## src/rtl/mc_control_fsm_pkg.sv

```systemverilog
// Shared encodings for the multi-cycle main controller: states, opcodes,
// funct codes, ALU operation selects, trap causes and the control bundle.
package mc_pkg;

  typedef enum logic [3:0] {
    S_RST    = 4'd0,
    S_FETCH  = 4'd1,
    S_DECODE = 4'd2,
    S_MEMADR = 4'd3,
    S_MEMRD  = 4'd4,
    S_MEMWB  = 4'd5,
    S_MEMWR  = 4'd6,
    S_EXEC_R = 4'd7,
    S_RWB    = 4'd8,
    S_BRANCH = 4'd9,
    S_EXEC_I = 4'd10,
    S_IWB    = 4'd11,
    S_JUMP   = 4'd12,
    S_TRAP   = 4'd13
  } state_t;

  localparam logic [5:0] OP_RTYPE = 6'b000000;
  localparam logic [5:0] OP_LW    = 6'b100011;
  localparam logic [5:0] OP_SW    = 6'b101011;
  localparam logic [5:0] OP_BEQ   = 6'b000100;
  localparam logic [5:0] OP_ADDI  = 6'b001000;
  localparam logic [5:0] OP_ORI   = 6'b001101;
  localparam logic [5:0] OP_J     = 6'b000010;

  localparam logic [5:0] FN_ADD = 6'b100000;
  localparam logic [5:0] FN_SUB = 6'b100010;
  localparam logic [5:0] FN_OR  = 6'b100101;

  localparam logic [2:0] ALU_ADD = 3'b000;
  localparam logic [2:0] ALU_SUB = 3'b001;
  localparam logic [2:0] ALU_OR  = 3'b010;

  localparam logic [1:0] TC_NONE = 2'b00;
  localparam logic [1:0] TC_OVF  = 2'b01;
  localparam logic [1:0] TC_ILL  = 2'b10;

  // Datapath controls that are pure functions of the state being entered.
  typedef struct packed {
    logic [2:0] alu_control;
    logic       alu_src_a;
    logic [1:0] alu_src_b;
    logic       ext_op;
    logic       iord;
    logic       mem_write;
    logic       ir_write;
    logic       reg_dst;
    logic       mem_to_reg;
    logic       reg_write;
    logic [1:0] pc_src;
    logic       pc_en;
    logic       trap;
  } ctrl_t;

  // Control values for a given state; anything not set stays 0.
  function automatic ctrl_t ctrl_for(input state_t s, input logic [5:0] op,
                                     input logic [2:0] r_alu);
    ctrl_t c;
    c = '0;
    case (s)
      S_FETCH: begin
        c.ir_write  = 1'b1;
        c.alu_src_b = 2'b01;
        c.pc_en     = 1'b1;
      end
      S_DECODE: begin
        c.alu_src_b = 2'b11;
        c.ext_op    = 1'b1;
      end
      S_MEMADR: begin
        c.alu_src_a = 1'b1;
        c.alu_src_b = 2'b10;
        c.ext_op    = 1'b1;
      end
      S_MEMRD: c.iord = 1'b1;
      S_MEMWB: begin
        c.mem_to_reg = 1'b1;
        c.reg_write  = 1'b1;
      end
      S_MEMWR: begin
        c.iord      = 1'b1;
        c.mem_write = 1'b1;
      end
      S_EXEC_R: begin
        c.alu_src_a   = 1'b1;
        c.alu_control = r_alu;
      end
      S_RWB: begin
        c.reg_dst   = 1'b1;
        c.reg_write = 1'b1;
      end
      S_BRANCH: begin
        c.alu_src_a   = 1'b1;
        c.alu_control = ALU_SUB;
        c.pc_src      = 2'b01;
      end
      S_EXEC_I: begin
        c.alu_src_a   = 1'b1;
        c.alu_src_b   = 2'b10;
        c.alu_control = (op == OP_ORI) ? ALU_OR : ALU_ADD;
        c.ext_op      = (op != OP_ORI);
      end
      S_IWB:  c.reg_write = 1'b1;
      S_JUMP: begin
        c.pc_src = 2'b10;
        c.pc_en  = 1'b1;
      end
      S_TRAP: c.trap = 1'b1;
      default: c = '0;
    endcase
    return c;
  endfunction

endpackage

```

## src/rtl/mc_control_fsm_if.sv

```systemverilog
// Controller <-> datapath bundle. There is no valid/ready handshake here:
// Op/Funct come from the IR and are stable from DECODE until the next FETCH,
// Zero/Overflow are same-cycle ALU flags, and every control output is a
// level that the datapath acts on in the cycle it is asserted.
interface mc_control_fsm_if;
  logic [5:0] Op;
  logic [5:0] Funct;
  logic       Zero;
  logic       Overflow;
  logic [2:0] ALUControl;
  logic       ALUSrcA;
  logic [1:0] ALUSrcB;
  logic       ExtOp;
  logic       IorD;
  logic       MemWrite;
  logic       IRWrite;
  logic       RegDst;
  logic       MemtoReg;
  logic       RegWrite;
  logic [1:0] PCSrc;
  logic       PCEn;
  logic       Trap;
  logic [1:0] TrapCause;
  logic [3:0] State;

  // Controller side.
  modport master (
    input  Op, Funct, Zero, Overflow,
    output ALUControl, ALUSrcA, ALUSrcB, ExtOp, IorD, MemWrite, IRWrite,
           RegDst, MemtoReg, RegWrite, PCSrc, PCEn, Trap, TrapCause, State
  );

  // Datapath side.
  modport slave (
    output Op, Funct, Zero, Overflow,
    input  ALUControl, ALUSrcA, ALUSrcB, ExtOp, IorD, MemWrite, IRWrite,
           RegDst, MemtoReg, RegWrite, PCSrc, PCEn, Trap, TrapCause, State
  );
endinterface

```

## src/rtl/mc_control_fsm_alu_decoder.sv

```systemverilog
// Funct -> ALU operation for R-type instructions, with a legality flag and
// a flag marking the operations whose overflow is architecturally checked.
module mc_alu_decoder
  import mc_pkg::*;
(
  input  logic [5:0] i_funct,
  output logic [2:0] o_alu_control,
  output logic       o_valid,
  output logic       o_ovf_checked
);

  // Pure lookup; unknown funct defaults to ADD and is flagged invalid.
  always_comb begin
    o_alu_control = ALU_ADD;
    o_valid       = 1'b0;
    o_ovf_checked = 1'b0;
    case (i_funct)
      FN_ADD: begin
        o_valid       = 1'b1;
        o_ovf_checked = 1'b1;
      end
      FN_SUB: begin
        o_alu_control = ALU_SUB;
        o_valid       = 1'b1;
        o_ovf_checked = 1'b1;
      end
      FN_OR: begin
        o_alu_control = ALU_OR;
        o_valid       = 1'b1;
      end
      default: ;
    endcase
  end

endmodule

```

## src/rtl/mc_control_fsm.sv

```systemverilog
// Multi-cycle main controller: sequences fetch/decode/execute/memory/
// writeback, drives ALU select and datapath enables, diverts overflow and
// illegal instructions into a one-cycle TRAP that suppresses writeback.
module mc_control_fsm
  import mc_pkg::*;
#(
  parameter bit TRAP_ON_OVF     = 1'b1,
  parameter bit TRAP_ON_ILLEGAL = 1'b1
) (
  input logic            clk,
  input logic            reset,
  mc_control_fsm_if.master bus
);

  state_t     r_state;
  state_t     w_next;
  ctrl_t      r_out;
  logic [1:0] r_trap_cause;
  logic [1:0] w_cause;
  logic [2:0] w_alu_r;
  logic       w_funct_valid;
  logic       w_ovf_checked;
  state_t     w_illegal;

  mc_alu_decoder u_alu_dec (
    .i_funct      (bus.Funct),
    .o_alu_control(w_alu_r),
    .o_valid      (w_funct_valid),
    .o_ovf_checked(w_ovf_checked)
  );

  assign w_illegal = TRAP_ON_ILLEGAL ? S_TRAP : S_FETCH;

  // Next-state selection and the cause recorded if that next state is TRAP.
  always_comb begin
    w_next  = S_FETCH;
    w_cause = TC_ILL;
    case (r_state)
      S_RST:   w_next = S_FETCH;
      S_FETCH: w_next = S_DECODE;
      S_DECODE: begin
        case (bus.Op)
          OP_LW, OP_SW:    w_next = S_MEMADR;
          OP_RTYPE:        w_next = w_funct_valid ? S_EXEC_R : w_illegal;
          OP_BEQ:          w_next = S_BRANCH;
          OP_ADDI, OP_ORI: w_next = S_EXEC_I;
          OP_J:            w_next = S_JUMP;
          default:         w_next = w_illegal;
        endcase
      end
      S_MEMADR: w_next = (bus.Op == OP_LW) ? S_MEMRD : S_MEMWR;
      S_MEMRD:  w_next = S_MEMWB;
      S_EXEC_R: begin
        w_cause = TC_OVF;
        w_next  = (TRAP_ON_OVF && bus.Overflow && w_ovf_checked) ? S_TRAP : S_RWB;
      end
      S_EXEC_I: begin
        w_cause = TC_OVF;
        w_next  = (TRAP_ON_OVF && bus.Overflow && (bus.Op == OP_ADDI)) ? S_TRAP : S_IWB;
      end
      S_MEMWB, S_MEMWR, S_RWB, S_BRANCH, S_IWB, S_JUMP, S_TRAP: w_next = S_FETCH;
      default: w_next = S_FETCH;
    endcase
  end

  // State, registered Moore outputs for the state being entered, trap cause.
  always_ff @(posedge clk or posedge reset) begin
    if (reset) begin
      r_state      <= S_RST;
      r_out        <= '0;
      r_trap_cause <= TC_NONE;
    end else begin
      r_state <= w_next;
      r_out   <= ctrl_for(w_next, bus.Op, w_alu_r);
      if (w_next == S_TRAP) r_trap_cause <= w_cause;
    end
  end

  assign bus.ALUControl = r_out.alu_control;
  assign bus.ALUSrcA    = r_out.alu_src_a;
  assign bus.ALUSrcB    = r_out.alu_src_b;
  assign bus.ExtOp      = r_out.ext_op;
  assign bus.IorD       = r_out.iord;
  assign bus.MemWrite   = r_out.mem_write;
  assign bus.IRWrite    = r_out.ir_write;
  assign bus.RegDst     = r_out.reg_dst;
  assign bus.MemtoReg   = r_out.mem_to_reg;
  assign bus.RegWrite   = r_out.reg_write;
  assign bus.PCSrc      = r_out.pc_src;
  // Branch resolution is the one Mealy output: the PC loads when Zero is set.
  assign bus.PCEn       = r_out.pc_en | ((r_state == S_BRANCH) & bus.Zero);
  assign bus.Trap       = r_out.trap;
  assign bus.TrapCause  = r_trap_cause;
  assign bus.State      = r_state;

endmodule

```

## src/flat_wrapper.sv

```systemverilog
// flat-port wrapper written by rule: the top's interface ports become plain ports
module mc_control_fsm_flat import mc_pkg::*;
#(
  parameter bit TRAP_ON_OVF     = 1'b1,
  parameter bit TRAP_ON_ILLEGAL = 1'b1
)
  (clk, reset, bus_Op, bus_Funct, bus_Zero, bus_Overflow, bus_ALUControl, bus_ALUSrcA, bus_ALUSrcB, bus_ExtOp, bus_IorD, bus_MemWrite, bus_IRWrite, bus_RegDst, bus_MemtoReg, bus_RegWrite, bus_PCSrc, bus_PCEn, bus_Trap, bus_TrapCause, bus_State);
  mc_control_fsm_if bus_i ();
  input logic clk;
  input logic reset;
  input wire logic [$bits(bus_i.Op)-1:0] bus_Op;
  input wire logic [$bits(bus_i.Funct)-1:0] bus_Funct;
  input wire logic [$bits(bus_i.Zero)-1:0] bus_Zero;
  input wire logic [$bits(bus_i.Overflow)-1:0] bus_Overflow;
  output wire logic [$bits(bus_i.ALUControl)-1:0] bus_ALUControl;
  output wire logic [$bits(bus_i.ALUSrcA)-1:0] bus_ALUSrcA;
  output wire logic [$bits(bus_i.ALUSrcB)-1:0] bus_ALUSrcB;
  output wire logic [$bits(bus_i.ExtOp)-1:0] bus_ExtOp;
  output wire logic [$bits(bus_i.IorD)-1:0] bus_IorD;
  output wire logic [$bits(bus_i.MemWrite)-1:0] bus_MemWrite;
  output wire logic [$bits(bus_i.IRWrite)-1:0] bus_IRWrite;
  output wire logic [$bits(bus_i.RegDst)-1:0] bus_RegDst;
  output wire logic [$bits(bus_i.MemtoReg)-1:0] bus_MemtoReg;
  output wire logic [$bits(bus_i.RegWrite)-1:0] bus_RegWrite;
  output wire logic [$bits(bus_i.PCSrc)-1:0] bus_PCSrc;
  output wire logic [$bits(bus_i.PCEn)-1:0] bus_PCEn;
  output wire logic [$bits(bus_i.Trap)-1:0] bus_Trap;
  output wire logic [$bits(bus_i.TrapCause)-1:0] bus_TrapCause;
  output wire logic [$bits(bus_i.State)-1:0] bus_State;
  assign bus_i.Op = bus_Op;
  assign bus_i.Funct = bus_Funct;
  assign bus_i.Zero = bus_Zero;
  assign bus_i.Overflow = bus_Overflow;
  assign bus_ALUControl = bus_i.ALUControl;
  assign bus_ALUSrcA = bus_i.ALUSrcA;
  assign bus_ALUSrcB = bus_i.ALUSrcB;
  assign bus_ExtOp = bus_i.ExtOp;
  assign bus_IorD = bus_i.IorD;
  assign bus_MemWrite = bus_i.MemWrite;
  assign bus_IRWrite = bus_i.IRWrite;
  assign bus_RegDst = bus_i.RegDst;
  assign bus_MemtoReg = bus_i.MemtoReg;
  assign bus_RegWrite = bus_i.RegWrite;
  assign bus_PCSrc = bus_i.PCSrc;
  assign bus_PCEn = bus_i.PCEn;
  assign bus_Trap = bus_i.Trap;
  assign bus_TrapCause = bus_i.TrapCause;
  assign bus_State = bus_i.State;
  mc_control_fsm #(.TRAP_ON_OVF(TRAP_ON_OVF), .TRAP_ON_ILLEGAL(TRAP_ON_ILLEGAL)) u_core (.clk(clk), .reset(reset), .bus(bus_i));
endmodule
```

## config.mk

```make
export PLATFORM = sky130hd
export DESIGN_NAME = mc_control_fsm_flat
export DESIGN_NICKNAME = d
export VERILOG_FILES = /design/src/rtl/mc_control_fsm_pkg.sv /design/src/rtl/mc_control_fsm_if.sv /design/src/rtl/mc_control_fsm_alu_decoder.sv /design/src/rtl/mc_control_fsm.sv /design/src/flat_wrapper.sv
export SDC_FILE = /design/constraint.sdc
export NUM_CORES = 1
export LEC_CHECK = 0
export ABC_AREA = 1
export CAP_MARGIN = 40
export CORE_MARGIN = 2
export CORE_UTILIZATION = 42
export DETAILED_ROUTE_END_ITERATION = 8
export GPL_TIMING_DRIVEN = 0
export HOLD_SLACK_MARGIN = 0.12
export MAX_ROUTING_LAYER = met4
export PLACE_DENSITY = 0.78
export SLEW_MARGIN = 15
export SYNTH_ARGS = -nofsm -noshare
export SYNTH_HDL_FRONTEND = slang
export SYNTH_SLANG_ARGS = --single-unit
export TNS_END_PERCENT = 30
```

## constraint.sdc

```tcl
create_clock -name clk -period 1.4 [get_ports clk]
set_input_delay 0.21 -clock clk [delete_from_list [all_inputs] [get_ports clk]]
set_output_delay 0.21 -clock clk [all_outputs]
set_load 0.01 [all_outputs]
```

==> Yosys cells after proc, flatten, opt, wreduce, memory -nomap -nowiden <==
Cells that the tools add are included.
Widths: inputs -> output; s select.
{ "totals": {"input_bits": 16, "regBits": 23, "elab_cells": 85} }
{ "op_classes": {"n_mux": 24, "bitwise_logic": 2, "reduce_logical": 14, "eq_ne": 30} }
{ "ops": {"columns": ["operator", "n"], "rows": [
  ["$eq 4x4->1 const B", 8],
  ["$eq 6x6->1 const B", 5],
  ["$eq 4x3->1 const B", 6],
  ["$pmux 4 s6", 1],
  ["$pmux 4 s5", 1],
  ["$eq 4x2->1 const B", 4],
  ["$reduce_or 2->1", 8],
  ["$eq 6x4->1 const B", 2],
  ["$mux 1", 11],
  ["$pmux 3 s3", 1],
  ["$eq 4x1->1 const B", 2],
  ["$pmux 2 s2", 2],
  ["$eq 6x2->1 const B", 1],
  ["$eq 6x3->1 const B", 1],
  ["$logic_not 6->1", 1],
  ["$mux 2", 3],
  ["$mux 3", 2],
  ["$ne 6x4->1 const B", 1],
  ["$pmux 2 s3", 1],
  ["$reduce_or 3->1", 2],
  ["$mux 4", 1],
  ["$reduce_or 4->1", 1],
  ["$logic_and 1x1->1", 2],
  ["$pmux 1 s2", 1],
  ["other kinds (2)", 2]
]} }

==> Longest topological paths before layout <==
Gate-level depths: netlist of the first run.
{ "logic_depth": {"word_depth": 9, "mapped_depth": 12, "depth_no_buf": 12} }

==> By module <==
A second synthesis of the first run with hierarchy kept.
{ "unflattened": {"hier_cells": 184, "area_unflattened_um2": 1415.1} }
{ "modules_own_cells": {"columns": ["module", "seq_area_each_um2", "n_inst", "area_each_um2", "cells_per_inst"], "rows": [
  ["mc_control_fsm", 575.6, 1, 1331.3, 164],
  ["mc_alu_decoder", 0.0, 1, 83.8, 20]
]} }

==> Worst setup path after synthesis of the first run <==
OpenSTA, ideal clock, no wires.
{ "synth_path": {"path_kind": "register to register", "start": "register u_core.r_state[2] (netlist: u_core.bus.State[2])", "end": "register u_core.r_trap_cause[0] (netlist: u_core.bus.TrapCause[0])", "t_required_ps": 1280, "n_path_buf": 0, "arrival_time_ps": 1353, "synth_period_minus_slack_ps": 1473, "path_slack_ps": -73, "path_stages_with_launch": 9, "cell_sequence": "dfrtp_1 -> nor2_2 -> inv_1 -> nor2_4 -> nand4_1 -> nand3_4 -> nand3_4 -> o21ai_1 -> nand2_1"} }
{ "synth_via": {"elab_chain_cells": 3, "word_cells_on_any_way": 10, "classes_between": "eq/ne (7); mux (2); reduce/logical (1)"} }
{ "synth_rtl": {"columns": ["item", "line", "source"], "rows": [
  ["from (decl)", "mc_control_fsm.sv:15", "state_t r_state;"],
  ["from (signal assigned)", "mc_control_fsm.sv:73", "r_state <= w_next;"],
  ["$eq 4x4->1 (tied with other cells)", "mc_control_fsm.sv:38", "case (r_state)"],
  ["$pmux 4 s6 *", "mc_control_fsm.sv:38", null],
  ["via u_core.w_next[0]", "mc_control_fsm.sv:16", "state_t w_next;"],
  ["$eq 4x4->1 *", "mc_control_fsm.sv:75", "if (w_next == S_TRAP) r_trap_cause <= w_cause;"],
  ["to (signal assigned)", "mc_control_fsm.sv:75", null],
  ["to (decl)", "mc_control_fsm.sv:18", "logic [1:0] r_trap_cause;"]
]} }
The timed path passes the listed nets; every way through them passes the cells marked *.
A chain may end at the register's enable or synchronous reset.

==> Worst setup path after layout of the first run <==
{ "layout_path": {"start": "register u_core.r_state[3] (netlist: u_core.bus.State[3])", "end": "register u_core.r_trap_cause[0] (netlist: u_core.bus.TrapCause[0])"} }
Same word-level chain as after synthesis.

==> results.sh, run 1 <==
export IMPL_outcome="complete, but fails checks"
export IMPL_failed_checks="negative setup slack"
export IMPL_vdd_ir_drop_max_uv=705
export IMPL_gp_congestion=0.864
export IMPL_r2r_start="u_core.bus.State[3]"
export IMPL_dp_hpwl_um=1940
export IMPL_clk_pin_slew_ps=120
export IMPL_synth_largest_area_cell="dfrtp_1"
export IMPL_fin_ws_ps=-221
export IMPL_drc=0
export IMPL_seqPwrFrac_pct=25.8
export IMPL_tightest_slew_ps=792
export IMPL_grt_pass1_wl_um=4240
export IMPL_period_share_pct=116
export IMPL_crit_path_top_delay_cell="dfrtp_1"
export IMPL_slew_headroom_pct=47.1
export IMPL_drt_initial_drc_count=33
export IMPL_synth_seq_area_share_pct=41.5
export IMPL_synth_fp_nets=189
export IMPL_synth_cell_types=23
export IMPL_post_route_min_period_ps=1620
export IMPL_worstSkewPairLatency_ps=310
export IMPL_coreArea_mm2=0.00303
export IMPL_swShare_pct=45.0
export IMPL_numCtsBuffers=3
export IMPL_startpoint_type="flop"
export IMPL_p_leak_nw=1.21
export IMPL_yosysWarnings=0
export IMPL_final_common_cell="nand2_1"
export IMPL_cts_tree="done"
export IMPL_internal_power_mw=2.07
export IMPL_drive_gt1_share_pct=37.8
export IMPL_path_cells="buf_6, nor2_4, inv_2, nor2_4, nand4_1, nand3_4, nand3_4, o21ai_2, nand2_1"
export IMPL_post_place_ws_ps=-517
export IMPL_syn_inst=173
export IMPL_power_per_cell_area_mw_per_mm2=1910
export IMPL_postRouteAntennaNets=0
export IMPL_clkPwrFrac_pct=7.7
export IMPL_dr_total_vias=1224
export IMPL_start_util_pct=43.8
export IMPL_grt_max_degree=23
export IMPL_grt_total_usage_pct=16.3
export IMPL_regArea_um2=552
export IMPL_rsz0062_at_grt="yes"
export IMPL_critPathLaunch="u_core.bus.State[3]"
export IMPL_netSwitchingPower_mw=1.69
export IMPL_fin_skew_ps=1.35
export IMPL_port_buffers=37
export IMPL_die_area_mm2=0.00363
export IMPL_die_width_um=60.2
export IMPL_routedWlPerCell_um=10.1
export IMPL_finalHoldViolCount=0
export IMPL_power_mw=3.76
export IMPL_vias_per_cell=4.60
export IMPL_timing_fmax_mhz=617
export IMPL_max_stage_delay_ps=410
export IMPL_setup_viol_count_final=14
export IMPL_antenna_found_initial=0
export IMPL_root_buffer="clkbuf_4"
export IMPL_p_comb_share_pct=66.5
export IMPL_cts_htree_levels=1
export IMPL_required_ps=1610
export IMPL_grt_ovfl_total=0
export IMPL_arrival_ps=1830
export IMPL_n_antenna_cell=0
export IMPL_cp_end_kind="flop"
export IMPL_die_h_um=60.2
export IMPL_placementRows=20
export IMPL_synth_top_area_share_pct=41.5
export IMPL_setup_tns_ps=-2340
export IMPL_syn_area_per_cell_um2=7.67
export IMPL_crit_path_max_fanout=6
export IMPL_maxSlewViolCount=0
export IMPL_ys_ff_latch=22
export IMPL_final_cell_mix="nand2_1, inv_1, dfrtp_1"
export IMPL_max_cap_violations=0
export IMPL_hp_class="input pin to async pin"
export IMPL_synth_area_leaders="dfrtp_1, nand2_1, inv_1"
export IMPL_io_pins=39
export IMPL_fin_nets=240
export IMPL_clock_sinks=22
export IMPL_grt_pass1_vias=1042
export IMPL_n_fill_cell=266
export IMPL_drt_wl_total_um=2680
export IMPL_clock_path_buffers=2
export IMPL_syn_area_mm2=0.00133
export IMPL_multi_input_area_um2=709
export IMPL_drt_first_pass_iters=5
export IMPL_worstSetupPathType="flop to flop"
export IMPL_area_delta_synth_final_pct=48.2
Yosys cell counts:
cell type   n
conb_1      1
o21ai_2     1
clkinv_1    1
buf_4       7
nor3_1      1
nand3b_1    1
a41o_1      1
dfrtp_1    22
nand2_4     2
nor2_2      7
inv_2       7
o21ai_1     5
o21bai_1    1
inv_1      25
nand2_2     7
nor2_1     20
nor2_4      6
a21oi_1     1
nand2_1    37
nand4_1     3
nand3_1    13
nand3_4     2
a21oi_2     2
cell type report:
| cell class | count | area share [%] |
|---|---|---|
| well taps | 44 | 2.80 |
| clock buffers | 3 | 1.15 |
| repair buffers | 46 | 22.8 |
| multi-input cells | 111 | 36.1 |
| plain buffers | 7 | 2.67 |
| flip-flops and latches | 22 | 28.1 |
| inverters | 33 | 6.42 |
routing by layer:
metal | GRT usage [%] | vias to the layer above | part of all wire (%)
met5 | - | - | 0
met4 | 8.57 | 0 | 2.5
met3 | 2.60 | 7 | 6.1
met2 | 26.7 | 44 | 48
met1 | 19.0 | 550 | 44
li1 | - | 623 | -
path summary, 6_finish.rpt:
path                                      endpoint  slack, ps  depth (start not counted)
min in group clk               u_core.bus.MemWrite        340                          3
setup / recovery           u_core.bus.TrapCause[0]       -220                          9
hold / removal                 u_core.bus.PCSrc[0]        340                          2
max in group asynchronous      u_core.bus.State[0]        520                          2
hold reg to reg            u_core.bus.TrapCause[1]        500                          2
setup reg to reg           u_core.bus.TrapCause[0]       -220                          9
worst max-delay path: cells and delay by family, from the launching register on:
family                 cells  cell delay (ps)
AND/OR/NAND/NOR            6              790
flip-flops                 1              410
AO/OA/AOI/OAI              1              140
buffers and inverters      2              190
state kept, by name, summed over array words and instances (netlist names):
register               count
u_core.bus.State           4
u_core.bus.ALUControl      2
u_core.bus.ALUSrcB         2
u_core.bus.PCSrc           2
u_core.bus.TrapCause       2
u_core.bus.ALUSrcA         1
u_core.bus.ExtOp           1
u_core.bus.IRWrite         1
u_core.bus.IorD            1
u_core.bus.MemWrite        1
u_core.bus.MemtoReg        1
u_core.bus.RegDst          1
u_core.bus.RegWrite        1
u_core.bus.Trap            1
u_core.r_out               1
stage by stage:
stage | cell area [um2] | hold WS, ps | instances | util, %
after floorplan | 1330 | 199 | 173 | -
after global placement | 1750 | 468 | 254 | 57.9
after detailed placement | 1750 | 477 | 254 | 57.9
after CTS | 1840 | 346 | 264 | 60.6
after global routing | 1970 | 370 | 266 | 65.0
final | 1970 | 338 | 266 | 65.0
timing repair:
item | 4_1_cts | 5_1_grt
hold buffers | 0 | 0
pin swaps | 17 | 16
gates resized for setup | 32 | 35
hold endpoints to repair | 0 | 0
buffers inserted | 7 | 2
endpoints found under the setup margin | 26 | 25
power by group through the flow:
stage | Clock, mW | Sequential [mW] | Combinational (mW)
after global routing | 0.305 | 0.993 | 2.72
after CTS | 0.287 | 0.968 | 2.23
after floorplan | 0 | 1.06 | 1.29
after global placement | 0 | 0.995 | 2.02
after detailed placement | 0 | 0.995 | 2.05
final | 0.289 | 0.969 | 2.50
kinds of logic (layout without fill, tap and decap cells):
| kind of cell | Yosys count | count (layout) | share of synthesized area (%) |
|---|---|---|---|
| AOI/OAI and AO/OA | 11 | 11 | 5.56 |
| buffers and inverters | 40 | 89 | 13.3 |
| DFF | 22 | 22 | 41.5 |
| other | 1 | 1 | 0.282 |
| and+or+nand+nor | 99 | 99 | 39.4 |
Note: power is estimated with default switching activity, not from simulation.
==> run 2, diff against run 1 <==
--- a/config.mk
+++ b/config.mk
@@ -16,2 +16,3 @@
 export PLACE_DENSITY = 0.78
+export SETUP_SLACK_MARGIN = 0.02
 export SLEW_MARGIN = 15
@@ -20,2 +21 @@
 export SYNTH_SLANG_ARGS = --single-unit
-export TNS_END_PERCENT = 30
--- a/constraint.sdc
+++ b/constraint.sdc
@@ -3,2 +3,2 @@
 set_output_delay 0.21 -clock clk [all_outputs]
-set_load 0.01 [all_outputs]
+set_load 0.02 [all_outputs]
==> results.sh, run 2 (synthesis results as in run 1) <==
export IMPL_outcome="complete, but fails checks"
export IMPL_failed_checks="negative setup slack"
export IMPL_post_route_min_period_ps=1620
export IMPL_start_util_pct=43.8
export IMPL_tightest_slew_ps=788
export IMPL_fin_ws_ps=-223
export IMPL_drt_wl_total_um=2900
export IMPL_met2_usage_pct=28.9
export IMPL_max_cap_violations=0
export IMPL_worstSetupPathType="flop to flop"
export IMPL_fin_skew_ps=8.46
export IMPL_coreArea_mm2=0.00303
export IMPL_drive_gt1_share_pct=37.6
export IMPL_grt_ovfl_total=0
export IMPL_use_met1_pct=19.3
export IMPL_finalInstanceArea_mm2=0.00198
export IMPL_cp_end_kind="flop"
export IMPL_p_leak_nw=1.11
export IMPL_setup_viol_count_final=15
export IMPL_clk_pin_slew_ps=120
export IMPL_grt_total_usage_pct=16.6
export IMPL_vias_per_cell=4.53
export IMPL_cts_htree_levels=1
export IMPL_dp_hpwl_um=1980
export IMPL_grt_busiest_layer="met2"
export IMPL_finalHoldViolCount=0
export IMPL_hp_class="input pin to async pin"
export IMPL_grt_pass1_wl_um=4390
export IMPL_multi_input_area_um2=711
export IMPL_startpoint_type="flop"
export IMPL_postRouteAntennaNets=0
export IMPL_n_antenna_cell=0
export IMPL_required_ps=1620
export IMPL_worstSkewPairLatency_ps=320
export IMPL_die_width_um=60.2
export IMPL_numCtsBuffers=3
export IMPL_placementRows=20
export IMPL_antenna_found_initial=0
export IMPL_clock_path_buffers=2
export IMPL_vdd_ir_drop_max_uv=717
export IMPL_slew_headroom_pct=47.4
export IMPL_largest_reg_flops=4
export IMPL_gp_congestion=0.890
export IMPL_placedInstanceArea_mm2=0.00177
export IMPL_clock_sinks=22
export IMPL_period_share_pct=116
export IMPL_power_per_cell_area_mw_per_mm2=2080
export IMPL_grt_util_met3_pct=2.16
export IMPL_routedWlPerCell_um=10.7
export IMPL_timing_fmax_mhz=616
export IMPL_final_common_cell="nand2_1"
export IMPL_drt_first_pass_iters=4
export IMPL_arrival_ps=1840
export IMPL_dr_total_vias=1222
export IMPL_die_h_um=60.2
export IMPL_holdWs_ps=321
export IMPL_final_cell_mix="nand2_1, dlygate4sd2_1, inv_1"
export IMPL_die_area_mm2=0.00363
export IMPL_area_delta_synth_final_pct=49.0
export IMPL_cts_tree="done"
export IMPL_port_buffers=37
export IMPL_fin_nets=243
export IMPL_cts_hold_buf=0
export IMPL_crit_path_max_fanout=6
export IMPL_drt_initial_drc_count=30
export IMPL_n_fill_cell=262
export IMPL_io_pins=39
export IMPL_root_buffer="clkbuf_4"
export IMPL_rsz0062_at_grt="yes"
export IMPL_drc=0
export IMPL_regArea_um2=556
export IMPL_grt_max_degree=23
export IMPL_maxSlewViolCount=0
export IMPL_grt_pass1_vias=1054
-- run 2: worst paths after layout --
kind / startpoint / endpoint / slack [ps] / cells past startpoint
min in group clk: bus_Op[3] / u_core.bus.MemWrite / 340 / 3
max: u_core.bus.State[1] / u_core.bus.ALUSrcA / -220 / 10
min reg2reg: u_core.bus.TrapCause[1] / u_core.bus.TrapCause[1] / 510 / 2
max in group asynchronous: reset / u_core.bus.State[2] / 530 / 2
min: reset / u_core.bus.PCSrc[0] / 320 / 2
max reg2reg: u_core.bus.State[1] / u_core.bus.ALUSrcA / -220 / 10
-- run 2: area by class of cell --
type                            count  area share [%]
Sequential cell                    22            28.1
Clock buffer                        3            1.14
Inverter                           33            6.39
Timing Repair Buffer               49            21.5
Multi-Input combinational cell    111            35.9
Buffer                              7            2.66
Tap cell                           44            2.78
Clock inverter                      1            1.52
-- run 2: report_power, final --
| group | switching, mW | internal [mW] |
|---|---|---|
| registers | 0.137 | 0.874 |
| clock network | 0.198 | 0.290 |
| logic | 1.58 | 1.03 |
| total | 1.92 | 2.19 |
-- run 2: metrics by stage --
step | setup WS (ps) | TNS (ps) | cells | util (%) | power (mW)
2_1_floorplan | -79.0 | -529 | 173 | - | 2.58
3_5_place_dp | -509 | -6910 | 254 | 58.6 | 3.27
4_1_cts | -165 | -1610 | 267 | 62.9 | 3.84
6_report | -223 | -2310 | 270 | 65.3 | 4.11
3_3_place_gp | -510 | -6830 | 254 | 58.6 | 3.24
5_1_grt | -299 | -3600 | 270 | 65.3 | 4.35
-- run 2: critical path: stages (launching register included) --
cell and delay (ps):
dfrtp_2 470, inv_2 90, nor2_1 50, nand2_2 130
nand2_1 80, nor2_2 170, nand3_4 160, nand3_4 150
inv_2 50, nand2_2 90, nand3_1 70
-- run 2: routing by layer --
layer	part of all wire, %	wire, um
met1	42	1220
met2	50	1440
met3	5.3	153
met4	2.9	85
met5	0	0
-- run 2: repair_timing --
action | 4_1_cts | 5_1_grt
gates resized for setup | 38 | 16
endpoints found under the setup margin | 35 | 15
buffers inserted | 9 | 3
pin swaps | 9 | 13
==> run 3, diff against run 2 <==
- TNS_END_PERCENT: not set -> 30
==> results.sh, run 3 (synthesis results as in run 1) <==
export IMPL_die_h_um=60.2
export IMPL_postRouteAntennaNets=0
export IMPL_dr_total_vias=1245
export IMPL_clk_pin_slew_ps=120
export IMPL_io_pins=39
export IMPL_multi_input_area_um2=709
export IMPL_gp_congestion=0.862
export IMPL_max_stage_delay_ps=440
export IMPL_final_cell_mix="nand2_1, buf_4, inv_1"
export IMPL_grt_pass1_wl_um=4440
export IMPL_p_leak_nw=1.14
export IMPL_worstSkewPairLatency_ps=320
export IMPL_setup_tns_ps=-3320
export IMPL_failed_checks="negative setup slack"
export IMPL_cp_end_kind="flop"
export IMPL_placementRows=20
export IMPL_regArea_um2=556
export IMPL_die_area_mm2=0.00363
export IMPL_final_common_cell="nand2_1"
export IMPL_antenna_found_initial=0
export IMPL_power_per_cell_area_mw_per_mm2=2200
export IMPL_grt_ovfl_total=0
export IMPL_worstSetupPathType="flop to flop"
export IMPL_n_antenna_cell=0
export IMPL_rsz0062_at_grt="yes"
export IMPL_required_ps=1670
export IMPL_grt_max_degree=23
export IMPL_vias_per_cell=4.54
export IMPL_cts_hold_buf=0
export IMPL_timing_fmax_mhz=599
export IMPL_fin_skew_ps=2.99
export IMPL_start_util_pct=43.8
export IMPL_clock_path_buffers=2
export IMPL_cts_htree_levels=1
export IMPL_crit_path_max_fanout=6
export IMPL_drive_gt1_share_pct=42.2
export IMPL_path_cells="inv_2, nor2_4, nand3_1, nor2_1, nor2_2, nand3_4, buf_6, nand2_4, nor2_4, nand2_1, nand2_1"
export IMPL_dp_hpwl_um=1950
export IMPL_coreArea_mm2=0.00303
export IMPL_startpoint_type="flop"
export IMPL_hp_class="input pin to flop"
export IMPL_crit_path_top_delay_cell="dfrtp_2"
export IMPL_holdWs_ps=311
export IMPL_routedWlPerCell_um=11.4
export IMPL_root_buffer="clkbuf_4"
export IMPL_largest_reg_flops=4
export IMPL_finalHoldViolCount=0
export IMPL_numCtsBuffers=3
export IMPL_maxSlewViolCount=0
export IMPL_area_delta_synth_final_pct=51.7
export IMPL_drt_wl_total_um=3120
export IMPL_cts_tree="done"
export IMPL_drc=0
export IMPL_vdd_ir_drop_max_uv=760
export IMPL_fin_ws_ps=-269
export IMPL_max_cap_violations=0
export IMPL_drt_initial_drc_count=28
export IMPL_slew_headroom_pct=46.9
export IMPL_critical_path_buf_inv_count=2
export IMPL_clock_sinks=22
export IMPL_path_delay_family="simple AND/OR/NAND/NOR gates"
export IMPL_tightest_slew_ps=795
export IMPL_arrival_ps=1940
export IMPL_grt_pass1_vias=1049
export IMPL_die_width_um=60.2
export IMPL_post_route_min_period_ps=1670
export IMPL_period_share_pct=119
export IMPL_grt_total_usage_pct=17.2
export IMPL_fin_nets=247
export IMPL_drt_first_pass_iters=4
export IMPL_n_fill_cell=253
export IMPL_setup_viol_count_final=15
export IMPL_port_buffers=37
export IMPL_outcome="complete, but fails checks"
==> run 3: timing repair <==
action / CTS / global route
setup buffers: 7 / 9
resized for setup: 47 / 22
endpoints found under the setup margin: 35 / 15
pin swaps: 12 / 23
==> run 3: path summary, 6_finish.rpt <==
path	startpoint	endpoint	slack, ps	cells past startpoint
worst max-delay path	u_core.bus.State[2]	u_core.bus.ALUControl[1]	-270	11
worst min-delay path	bus_Op[3]	u_core.bus.MemWrite	310	3
worst max register to register	u_core.bus.State[2]	u_core.bus.ALUControl[1]	-270	11
worst min register to register	u_core.bus.TrapCause[0]	u_core.bus.TrapCause[0]	500	2
max in group asynchronous	reset	u_core.bus.State[3]	540	2
min in group asynchronous	reset	u_core.bus.Trap	320	2
==> run 3: routing by layer <==
metal  routed length (um)  GRT usage (%)  vias to the layer above  share of wire [%]
li1                     -              -                      632                  -
met1                 1300           21.1                      558                 42
met2                 1580           28.3                       48                 51
met3                  137           1.30                        7                4.4
met4                   99           8.89                        0                3.2
met5                    0              -                        -                  0
==> run 3: layout make-up <==
cell class / count / share of cell area [%]
Buffer: 7 / 2.61
Sequential cell: 22 / 27.6
Timing Repair Buffer: 53 / 23.1
Tap cell: 44 / 2.73
Clock buffer: 3 / 1.12
Multi-Input combinational cell: 111 / 35.2
Clock inverter: 1 / 1.49
Inverter: 33 / 6.15
==> run 3: report_power, final <==
group | switching [mW] | internal (mW)
combinational | 1.68 | 1.26
sequential | 0.128 | 0.873
clock | 0.207 | 0.290
total | 2.02 | 2.42
==> run 3: worst register-to-register path, cell delays in order, from the launching register on <==
cell,delay (ps)
dfrtp_2,440
inv_2,70
nor2_4,120
nand3_1,170
nor2_1,230
nor2_2,80
nand3_4,140
buf_6,120
nand2_4,50
nor2_4,100
nand2_1,50
nand2_1,50
==> run 3: through the flow <==
stage               instances  setup WS, ps  util [%]  cell area (um2)  total power [mW]
floorplan                 173         -79.0         -             1340              2.55
global placement          254          -517      58.3             1770              3.21
detailed placement        254          -554      58.3             1770              3.24
CTS                       265          -183      61.9             1880              3.87
global route              274          -366      66.5             2010              4.72
finish                    274          -269      66.5             2010              4.44
